--- src/rtl/traffic_phase_sequencer.sv ---
`default_nettype none
// ============================================================================
// Module      : traffic_phase_sequencer
// Description : Timed four-phase traffic-light sequencer.
//               Cycles main-green (00), main-yellow (01), side-green (10) and
//               side-yellow (11), each held for a parameterised number of
//               cycles, and pulses phase_done in the first cycle of every new
//               phase.
//               Optional macro TLC_SENSOR_EN: main-green is held past its
//               minimum until side_car is seen, up to MAX_GREEN cycles.
// Revision    : 1.0 - initial release
// ============================================================================
module traffic_phase_sequencer #(
  parameter int MAIN_GREEN = 20,
  parameter int SIDE_GREEN = 10,
  parameter int YELLOW     = 3,
  parameter int MAX_GREEN  = 60,
  parameter int CNT_W      = 8
) (
  input  logic       clk,
  input  logic       rst,
  input  logic       enable,
  input  logic       side_car,
  output logic [1:0] state,
  output logic       phase_done
);

  // Durations are compared as "last count" values so the counter never needs
  // to hold the duration itself; that is why a duration of exactly 2^CNT_W fits.
  localparam logic [CNT_W-1:0] MG_LAST = CNT_W'(MAIN_GREEN - 1);
  localparam logic [CNT_W-1:0] SG_LAST = CNT_W'(SIDE_GREEN - 1);
  localparam logic [CNT_W-1:0] YL_LAST = CNT_W'(YELLOW - 1);

  // Reject parameter sets that would make a phase empty or overflow the counter.
  if (MAIN_GREEN < 1 || SIDE_GREEN < 1 || YELLOW < 1 ||
      MAIN_GREEN > (2 ** CNT_W) || SIDE_GREEN > (2 ** CNT_W) ||
      YELLOW > (2 ** CNT_W) || MAX_GREEN > (2 ** CNT_W) ||
      MAX_GREEN < MAIN_GREEN) begin : g_bad_params
    $error("traffic_phase_sequencer: illegal duration parameters");
  end

  typedef enum logic [1:0] {
    S0_MAIN_GREEN  = 2'b00,
    S1_MAIN_YELLOW = 2'b01,
    S2_SIDE_GREEN  = 2'b10,
    S3_SIDE_YELLOW = 2'b11
  } state_t;

  state_t           state_q, state_d;
  logic [CNT_W-1:0] cnt_q, cnt_d;
  logic             phase_done_q, phase_done_d;
  logic             w_last;

`ifdef TLC_SENSOR_EN
  localparam logic [CNT_W-1:0] MX_LAST = CNT_W'(MAX_GREEN - 1);
  // Main green ends once the minimum is served and a side car waits,
  // or unconditionally at the maximum.
  logic w_s0_exit;
  assign w_s0_exit = ((cnt_q >= MG_LAST) && side_car) || (cnt_q == MX_LAST);
`else
  // Fixed timing: the sensor input plays no part.
  logic unused_side_car;
  logic w_s0_exit;
  assign unused_side_car = side_car;
  assign w_s0_exit       = (cnt_q == MG_LAST);
`endif

  // Decide whether this cycle is the last one of the current phase.
  always_comb begin
    w_last = 1'b0;
    case (state_q)
      S0_MAIN_GREEN:  w_last = w_s0_exit;
      S1_MAIN_YELLOW: w_last = (cnt_q == YL_LAST);
      S2_SIDE_GREEN:  w_last = (cnt_q == SG_LAST);
      S3_SIDE_YELLOW: w_last = (cnt_q == YL_LAST);
      default:        w_last = 1'b0;
    endcase
  end

  // Next-state: advance in fixed order, clear the counter and pulse on exit;
  // a disabled cycle freezes everything and suppresses the pulse.
  always_comb begin
    state_d      = state_q;
    cnt_d        = cnt_q;
    phase_done_d = 1'b0;
    if (enable) begin
      if (w_last) begin
        cnt_d        = '0;
        phase_done_d = 1'b1;
        case (state_q)
          S0_MAIN_GREEN:  state_d = S1_MAIN_YELLOW;
          S1_MAIN_YELLOW: state_d = S2_SIDE_GREEN;
          S2_SIDE_GREEN:  state_d = S3_SIDE_YELLOW;
          default:        state_d = S0_MAIN_GREEN;
        endcase
      end else begin
        cnt_d = cnt_q + CNT_W'(1);
      end
    end
  end

  // Phase state, counter and pulse registers; reset returns to start of s0.
  always_ff @(posedge clk or posedge rst) begin
    if (rst) begin
      state_q      <= S0_MAIN_GREEN;
      cnt_q        <= '0;
      phase_done_q <= 1'b0;
    end else begin
      state_q      <= state_d;
      cnt_q        <= cnt_d;
      phase_done_q <= phase_done_d;
    end
  end

  assign state      = state_q;
  assign phase_done = phase_done_q;

endmodule
`default_nettype wire
--- config.mk ---
export PLATFORM = sky130hd
export DESIGN_NAME = traffic_phase_sequencer
export DESIGN_NICKNAME = d
export VERILOG_FILES = /design/src/rtl/traffic_phase_sequencer.sv
export SDC_FILE = /design/constraint.sdc
export NUM_CORES = 1
export LEC_CHECK = 0
export ABC_AREA = 1
export BUFFER_PORTS_ARGS = -buffer_cell sky130_fd_sc_hd__buf_2
export CAP_MARGIN = 20
export CORE_MARGIN = 2
export CORE_UTILIZATION = 45
export CTS_CLUSTER_SIZE = 8
export DETAILED_ROUTE_END_ITERATION = 8
export PLACE_DENSITY = 0.66
export SYNTH_ARGS = -nofsm -noshare
export SYNTH_HDL_FRONTEND = slang
export SYNTH_SLANG_ARGS = --single-unit
--- constraint.sdc ---
create_clock -name clk -period 2.15 [get_ports clk]
set_clock_uncertainty 0.1 [all_clocks]
set_input_delay 0.645 -clock clk [delete_from_list [all_inputs] [get_ports clk]]
set_output_delay 0.645 -clock clk [all_outputs]
set_load 0.005 [all_outputs]
Word level (Yosys, flattened, before mapping)
Cells that the tools add are included.
- bits of input ports: 4
- bits in registers: 11
- output and inout bits: 3
- logic and storage cells: 18
- reduce and logical (&&, ||, !) cells: 3
- equal/unequal tests: 6
- multiplexer cells: 5
- $add $sub $neg: 1
- operators by type and width (cell ; count):
    adder 8 x 1 -> 8 bit (second input constant) ; 1
    == test 8 x 2 -> 1 bit (second input constant) ; 1
    == test 8 x 4 -> 1 bit (second input constant) ; 1
    == test 8 x 5 -> 1 bit (second input constant) ; 1
    two-way mux 8 bit ; 1
    case mux 2 bit (3 select lines) ; 1
    == test 2 bit (second input constant) ; 2
    case mux 1 bit (3 select lines) ; 1
    == test 2 x 1 -> 1 bit (second input constant) ; 1
    zero test 2 bit ; 1
    two-way mux 1 bit ; 2
    AND reduction 2 bit ; 1
    OR reduction 2 bit ; 1

Longest topological paths before layout
Gate-level depths: netlist of the first run.
- depth in word-level cells: 5
- mapped depth: 9
- depth with buffers taken out: 9

Worst setup path before layout of the first run
No wires, ideal clock.
- kind: input to register
- start: input enable
- end: register cnt_q[7]
- slack: 658 ps
- path buffers: 1
- data required time: 1937 ps
- arrival time: 1279 ps
- stages: 8
- setup time: 113 ps
- cell sequence: buf_6 > inv_6 > nor3_4 > nand2_2 > nor2_1 > nand2_1 > nand2_1 > inv_1
- RTL lines (element ; RTL line ; text):
    start: declaration ; 22 ; input logic enable,
    end signal: assignment ; 110 ; cnt_q <= cnt_d;
    end: declaration ; 50 ; logic [CNT_W-1:0] cnt_q, cnt_d;

Final worst setup path of the first run
- start: register state_q[0], in the netlist state[0]
- end: register cnt_q[3]
- longest elaborated chain between the ends: 4
- RTL lines (element ; RTL line ; text):
    start: declaration ; 49 ; state_t state_q, state_d;
    start signal: assignment ; 109 ; state_q <= state_d;
    == test 2 x 1 -> 1 bit or == test 2 bit (tied branches) ; 71 ; case (state_q)
    OR reduction 2 bit (no source line) ; n/a ;
    case mux 1 bit (3 select lines) (*) ; 71 ;
    two-way mux 8 bit (*) ; 87 ; if (w_last) begin
Every way passes the cells marked *; elsewhere a longest branch is shown, timed or not.
A chain may end at the register's enable or synchronous reset.

==> metrics.md, run 1 <==
| Metric | Value |
|---|---|
| Post-route insts no fill | about 130 |
| Setup fix buffers added after clock tree synthesis | 0 |
| Maximum clock rate | between 500 and 600 MHz |
| Layout net count | between 100 and 150 |
| Initial antenna violation count | 0 |
| Synth-to-layout area growth | 8.040% |
| GRT overflow | 0 |
| Top delay family on crit path | simple AND/OR/NAND/NOR gates |
| Detail Route Antenna Nets | 0 |
| Worst path cell trace | inv_1 > ha_1 > nor2_1 > nand2_1 > nand2_1 > nand3_1 > nor2_1 > nor2_1 |
| Residual DRC | 0 |
| HPWL Detailed | between 1000 and 1500 um |
| Crit path largest cell delay | 0.39 ns |
| Hold Path Class | primary input to asynchronous set/reset pin |
| Multi-input logic area | between 300 and 400 um2 |
| CTS Buf Count | 3 |
| I/O pins | 7 |
| Row count | 14 |
| Vias in the first global route | about 560 |
| Overall Power | about 0.72 mW |
| CP required | 2.22 ns |
| Hold Fails Final Rpt | 0 |
| Max cap viols | 0 |
| Setup_tns | 0 ns |
| Commonest non-fill, non-tap cells in the layout | 37 x nand2_1, 19 x inv_1, 15 x nor2_1, 11 x dfrtp_1, 6 x nand3_1 |
| WL/cell | about 10 um |
| Via count | approximately 630 |
| Crit Path Category | flop to flop |
| Post_cts resized | 0 |
| Worst-path fanout max | 5 |
| Drt total wl | ~1400 um |
| Syn. warnings | 0 |
| Internal Power | 0.4289 mW |
| Commonest non-fill, non-tap cell in the layout | nand2_1 |
| CP arrival | ~1.8 ns |
| Fin Hold WS | around 0.26 ns |
| Sw Share | between 40% and 50% |
| Storage cell area | around 280 um2 |
| Largest net degree at the start of global routing | 12 |
| Post-synthesis sequential area ratio | a little under two fifths |
| Final setup fails | 0 |
| Syn nets | approximately 120 |
| Crit Reg-Reg Endpoint | cnt_q[3] |
| Mapped Area | roughly 750 um2 |
| Worst skew pair latency | 0.27 ns |
| Clk sinks | 11 |
| Max IR drop VDD | 0.4188 mV |
| CTS tree | built |
| Final Util | about 53% |
| CP Capture Type | flop |
| First-pass GRT wire length | 2339 um |
| Pre-Repair DR Iteration Count | 4 |
| Tcrit/Tclk final | approximately four fifths |
| Distinct cells, synth | 15 |
| Fillers | about 150 |
| CP Launch Type | flop |
| NetSw | 0.2896 mW |
| Post-CTS Hold Fix Bufs | 0 |
| Routed vias/inst | approximately 4.8 |
| Cells after DPL | approximately 130 |
| Tmin final | 1.714 ns |
| H-tree depth | 1 |
| CTS root buf | clkbuf_4 |
| Fin. max-slew vios | 0 |
| Worst-path clk slew | about 0.08 ns |
| Status | complete, no violations |
| Pwr Density | a little under 900 nW/um2 |
| 1st-iter DRT viols | 14 |
| Leak | 0.4737 nW |
| Placer Congestion | ~0.78 |
| WP buf/inv | 1 |
| Worst R2R Start | state[0] |
| Area of the die | 2002 um2 |
| Deepest clock path buffer count | 2 |
| Slew HR | between 60% and 70% |
| Die width | 44.74 um |
| Sequential Power Share | between 40% and 50% |
| Die H | approximately 45 um |
| RSZ-0062 raised after global routing | no |
| Reg2reg setup slack | about 0.44 ns |
| Initial core utilization | between 40 and 50% |
| Most frequent cell on the critical path | nor2_1 |
| Diode count | 0 |
| Clock power share | 20.3% |
| Core area | between 1500 and 2000 um2 |
| Combinational fraction of design power | between 30% and 40% |
| Tot GR Track Use | about 17% |
| I/O Buffers | 5 |
| Avg Inst Size Synth | approximately 7 um2 |
| Post-synthesis sequential element count | 11 |
| Slowest CP cell | dfrtp_1 |
| R2R cell count | 8 |
| Worst Max-Slew Pin Slew | around 0.45 ns |
| Post-Syn Instances | about 110 |
| Layout cell share with drive strength beyond 1 | between 10% and 20% |
[sequential cells by signal, summed over array words and instances (netlist names)]
register	flops
cnt_q	8
state	2
phase_done	1
[worst max-delay path by stage]
| stage | startpoint | to | slack, ns | cells past startpoint |
|---|---|---|---|---|
| final | state[0] | cnt_q[3] | 0.44 | 8 |
| after floorplan | enable | cnt_q[7] | 0.66 | 8 |
| after global placement | enable | cnt_q[7] | 0.49 | 8 |
| after global routing | state[0] | cnt_q[4] | 0.30 | 8 |
| after detailed placement | state[0] | cnt_q[3] | 0.46 | 8 |
| after CTS | state[0] | cnt_q[2] | 0.44 | 8 |
[synth_stat cells (all sizes together)]
cell type,instances,area share [%]
buf,1,1.5
dfrtp,11,37
ha,5,8.4
inv,20,11
nand2,38,19
nand3,6,4.0
nand4,3,2.5
nor2,16,8.4
nor3,1,2.2
o21ai,2,1.3
xor2,4,4.7
[cells by family after synthesis]
kind of cell	after synthesis	synth area share, %
AND/OR/NAND/NOR	64	36.52
AO/OA/AOI/OAI	2	1.339
adder cells (fa/ha/maj)	5	8.375
buffers and inverters	21	12.23
flip-flops	11	36.85
XOR/XNOR	4	4.690
[metrics by stage]
stage / worst slack [ns] / instance area, um2
after floorplan: 0.6581 / 747.0
after global placement: 0.4894 / 780.7
after detailed placement: 0.4613 / 780.7
after CTS: 0.4430 / 807.0
after global routing: 0.2993 / 807.0
final: 0.4362 / 807.0
[cell type report]
class	instances	share of cell area, %
Tap cell	16	2.481
Multi-Input combinational cell	75	47.13
Inverter	20	9.922
Timing Repair Buffer	5	3.101
Clock buffer	4	3.256
Sequential cell	11	34.11
[per-layer routing]
layer,up-vias,global-route usage (%),routed length (um)
li1,338,-,-
met4,0,9.091,19
met2,8,24.64,628
met1,276,22.37,682
met3,3,4.000,37
met5,-,0,0
[power by group through the flow]
stage          clock network (mW)  registers [mW]  logic (mW)
6_report                    0.146           0.330       0.242
5_1_grt                     0.159           0.340       0.286
4_1_cts                     0.150           0.331       0.245
3_5_place_dp                    0           0.335       0.243
3_3_place_gp                    0           0.334       0.235
2_1_floorplan                   0           0.318       0.211
Note: power is estimated with default switching activity, not from simulation.
==> run 2: changes to the inputs <==
--- a/config.mk
+++ b/config.mk
@@ -12,7 +12,7 @@
 export CORE_UTILIZATION = 45
 export CTS_CLUSTER_SIZE = 8
 export DETAILED_ROUTE_END_ITERATION = 8
-export PLACE_DENSITY = 0.66
+export PLACE_DENSITY = 0.69
 export SYNTH_ARGS = -nofsm -noshare
 export SYNTH_HDL_FRONTEND = slang
 export SYNTH_SLANG_ARGS = --single-unit
==> constraint.sdc (replaced) <==
create_clock -name clk -period 1.4 [get_ports clk]
set_clock_uncertainty 0.1 [all_clocks]
set_input_delay 0.42 -clock clk [delete_from_list [all_inputs] [get_ports clk]]
set_output_delay 0.42 -clock clk [all_outputs]
set_load 0.005 [all_outputs]
==> run 2 against run 1 <==
Effect of this change:
- the flow now finishes with violations (negative setup slack)
- wire length is 20% higher
- global-route usage up 2.2 points
- register-to-register slack got worse by 0.57 ns
- sequential cell count unchanged
- cell count is 7.6% higher
- via count rose by 9.8%
- die area did not move
- critical endpoint is now state[1]
- highest routed layer unchanged
==> metrics.md, run 2 (synthesized netlist as in run 1, its figures left out) <==
| Metric | Value |
|---|---|
| R2R cell count | 9 (was 8) |
| RSZ-0062 raised after global routing | yes (was no) |
| Area of the die | 2002 um2 (unchanged) |
| Worst Max-Slew Pin Slew | 0.4388 ns (was 0.4500 ns) |
| Core area | 1524 um2 (unchanged) |
| Routed vias/inst | 4.865 (was 4.771) |
| Pwr Density | 1278 nW/um2 (was 890.3 nW/um2) |
| GRT overflow | 0 (unchanged) |
| Slowest CP cell | dfrtp_2 (was dfrtp_1) |
| Maximum clock rate | roughly 650 MHz |
| Residual DRC | 0 (unchanged) |
| CTS Buf Count | 3 (unchanged) |
| Sequential Power Share | 41.6% (was 46.0%) |
| CP required | 0.88 ns (was 2.22 ns) |
| Hold Path Class | primary input to asynchronous set/reset pin (unchanged) |
| Slew HR | 70.71% (was 69.97%) |
| WP buf/inv | 2 (was 1) |
| Largest register FFs | 8 (unchanged) |
| Commonest non-fill, non-tap cell in the layout | nand2_1 (unchanged) |
| Vias in the first global route | 613 (was 557) |
| Fin. max-slew vios | 0 (unchanged) |
| Layout cell share with drive strength beyond 1 | 32.80% (was 10.43%) |
| Failing checks | negative setup slack |
| Tcrit/Tclk final | 110.6% |
| Via count | 686 (was 625) |
| DR top layer | met4 (unchanged) |
| Status | complete, but fails checks (was complete, no violations) |
| Metal1 wirelength | 740 um (was 682 um) |
| Row count | 14 (unchanged) |
| Top delay family on crit path | flip-flops (was simple AND/OR/NAND/NOR gates) |
| Met2 wire length | 822 um (was 628 um) |
| Pre-CTS WS | -0.1650 ns (was 0.4613 ns) |
| Crit path largest cell delay | 0.47 ns (was 0.39 ns) |
| Pre-Repair DR Iteration Count | 4 (unchanged) |
| Deepest clock path buffer count | 2 (unchanged) |
| Layout net count | 135 (was 125) |
| Crit Path Category | flop to output port (was flop to flop) |
| Diode count | 0 (unchanged) |
| Internal Power | 0.7232 mW (was 0.4289 mW) |
| Synth-to-layout area growth | 30.65% (was 8.040%) |
| Worst-path fanout max | 4 (was 5) |
| Clk sinks | 11 (unchanged) |
| 1st-iter DRT viols | 16 (was 14) |
| HPWL Detailed | 1174 um (was 1082 um) |
| Drt total wl | 1640 um (was 1367 um) |
| Leak | 0.5263 nW (was 0.4737 nW) |
| Largest net degree at the start of global routing | 12 (unchanged) |
| I/O Buffers | 5 (unchanged) |
| Hold Fails Final Rpt | 0 (unchanged) |
| Sw Share | 42.03% (was 40.30%) |
| Tmin final | ~1.5 ns |
| NetSw | 0.5244 mW (was 0.2896 mW) |
| Die H | 44.74 um (unchanged) |
| Worst-path clk slew | 0.08 ns (about the same) |
| Max cap viols | 0 (unchanged) |
| CTS root buf | clkbuf_4 (unchanged) |
| Cell depth of the worst setup path | 2 (was 8) |
| Reg with most FFs | cnt_q (unchanged) |
| Max IR drop VDD | 0.7543 mV (was 0.4188 mV) |
| CP Capture Type | output port (was flop) |
| Worst skew pair latency | 0.28 ns (was 0.27 ns) |
| Fin Hold WS | 0.02900 ns (was 0.2610 ns) |
| Commonest non-fill, non-tap cells in the layout | 33 x nand2_1, 15 x inv_1, 12 x nor2_1, 10 x dfrtp_1, 10 x buf_4 (was 37 x nand2_1, 19 x inv_1, 15 x nor2_1, 11 x dfrtp_1, 6 x nand3_1) |
| Detail Route Antenna Nets | 0 (unchanged) |
| First-pass GRT wire length | 2587 um (was 2339 um) |
| CP arrival | 1.03 ns (was 1.78 ns) |
| Placer Congestion | 0.7594 (was 0.7809) |
| Combinational fraction of design power | 39.8% (was 33.7%) |
| Met3 wire len | 52 um (was 37 um) |
| Initial core utilization | 49.01% (unchanged) |
| Die width | 44.74 um (unchanged) |
| I/O pins | 7 (unchanged) |
| Clock power share | 18.6% (was 20.3%) |
| Tot GR Track Use | 18.87% (was 16.64%) |
| WL/cell | 11.63 um (was 10.44 um) |
| CTS tree | built (unchanged) |
| Worst path cell trace | buf_4 > buf_2 (was inv_1 > ha_1 > nor2_1 > nand2_1 > nand2_1 > nand3_1 > nor2_1 > nor2_1) |
| Final setup fails | 10 (was 0) |
| Initial antenna violation count | 0 (unchanged) |
| Setup_tns | -1.072 ns (was 0 ns) |
| H-tree depth | 1 (unchanged) |
| CP Launch Type | flop (unchanged) |
| Setup slack after layout | -0.1477 ns (was 0.4362 ns) |
| Fillers | 135 (was 154) |
run 2: changes by cell type in the layout (fill, tap and decap cells not counted), sizes merged:
cell / delta
buf: +10
run 2: timing repair:
item                                    in CTS  in global routing
buffers inserted                             2                  2
pin swaps                                    4                  7
cloned                                       0                  0
hold buffers                                 0                  0
gates resized for setup                      3                 10
endpoints found under the setup margin      11                 13
run 2: layer usage:
metal  vias to the layer above  GRT usage, %
met2                        10         28.70
met4                         0         8.485
li1                        356             -
met1                       316         23.47
met5                         -             0
met3                         4         7.600
run 2: metrics by stage:
step	power, mW	cells	utilization [%]	instance area, um2
2_1_floorplan	0.8170	107	-	798.3
3_3_place_gp	0.8863	133	57.55	877.1
3_5_place_dp	0.9061	133	57.55	877.1
4_1_cts	1.177	139	60.59	923.4
5_1_grt	1.358	141	64.04	975.9
6_report	1.248	141	64.04	975.9
run 2: cell type report:
class	instances	area, um2	area share (%)
multi-input combinational	75	470.5	48.21
sequential	11	276.5	28.33
timing repair buffer	15	100.1	10.26
tap	16	20.02	2.051
inverter	20	82.58	8.462
clock buffer	4	26.28	2.692
run 2: path summary, 6_finish.rpt:
kind | start | to | slack (ns)
setup / recovery | state[1] | state[1] | -0.15
setup reg to reg | state[1] | cnt_q[2] | -0.13
hold reg to reg | cnt_q[0] | cnt_q[0] | 0.43
max in group asynchronous | rst | state[1] | 0.84
min in group clk | cnt_q[0] | cnt_q[0] | 0.43
hold / removal | rst | cnt_q[2] | 0.03
run 2: power by group through the flow:
stage	Clock [mW]	Combinational, mW	Sequential [mW]
2_1_floorplan	0	0.329	0.488
3_3_place_gp	0	0.375	0.512
3_5_place_dp	0	0.391	0.515
4_1_cts	0.233	0.440	0.504
5_1_grt	0.258	0.568	0.532
6_report	0.232	0.497	0.519
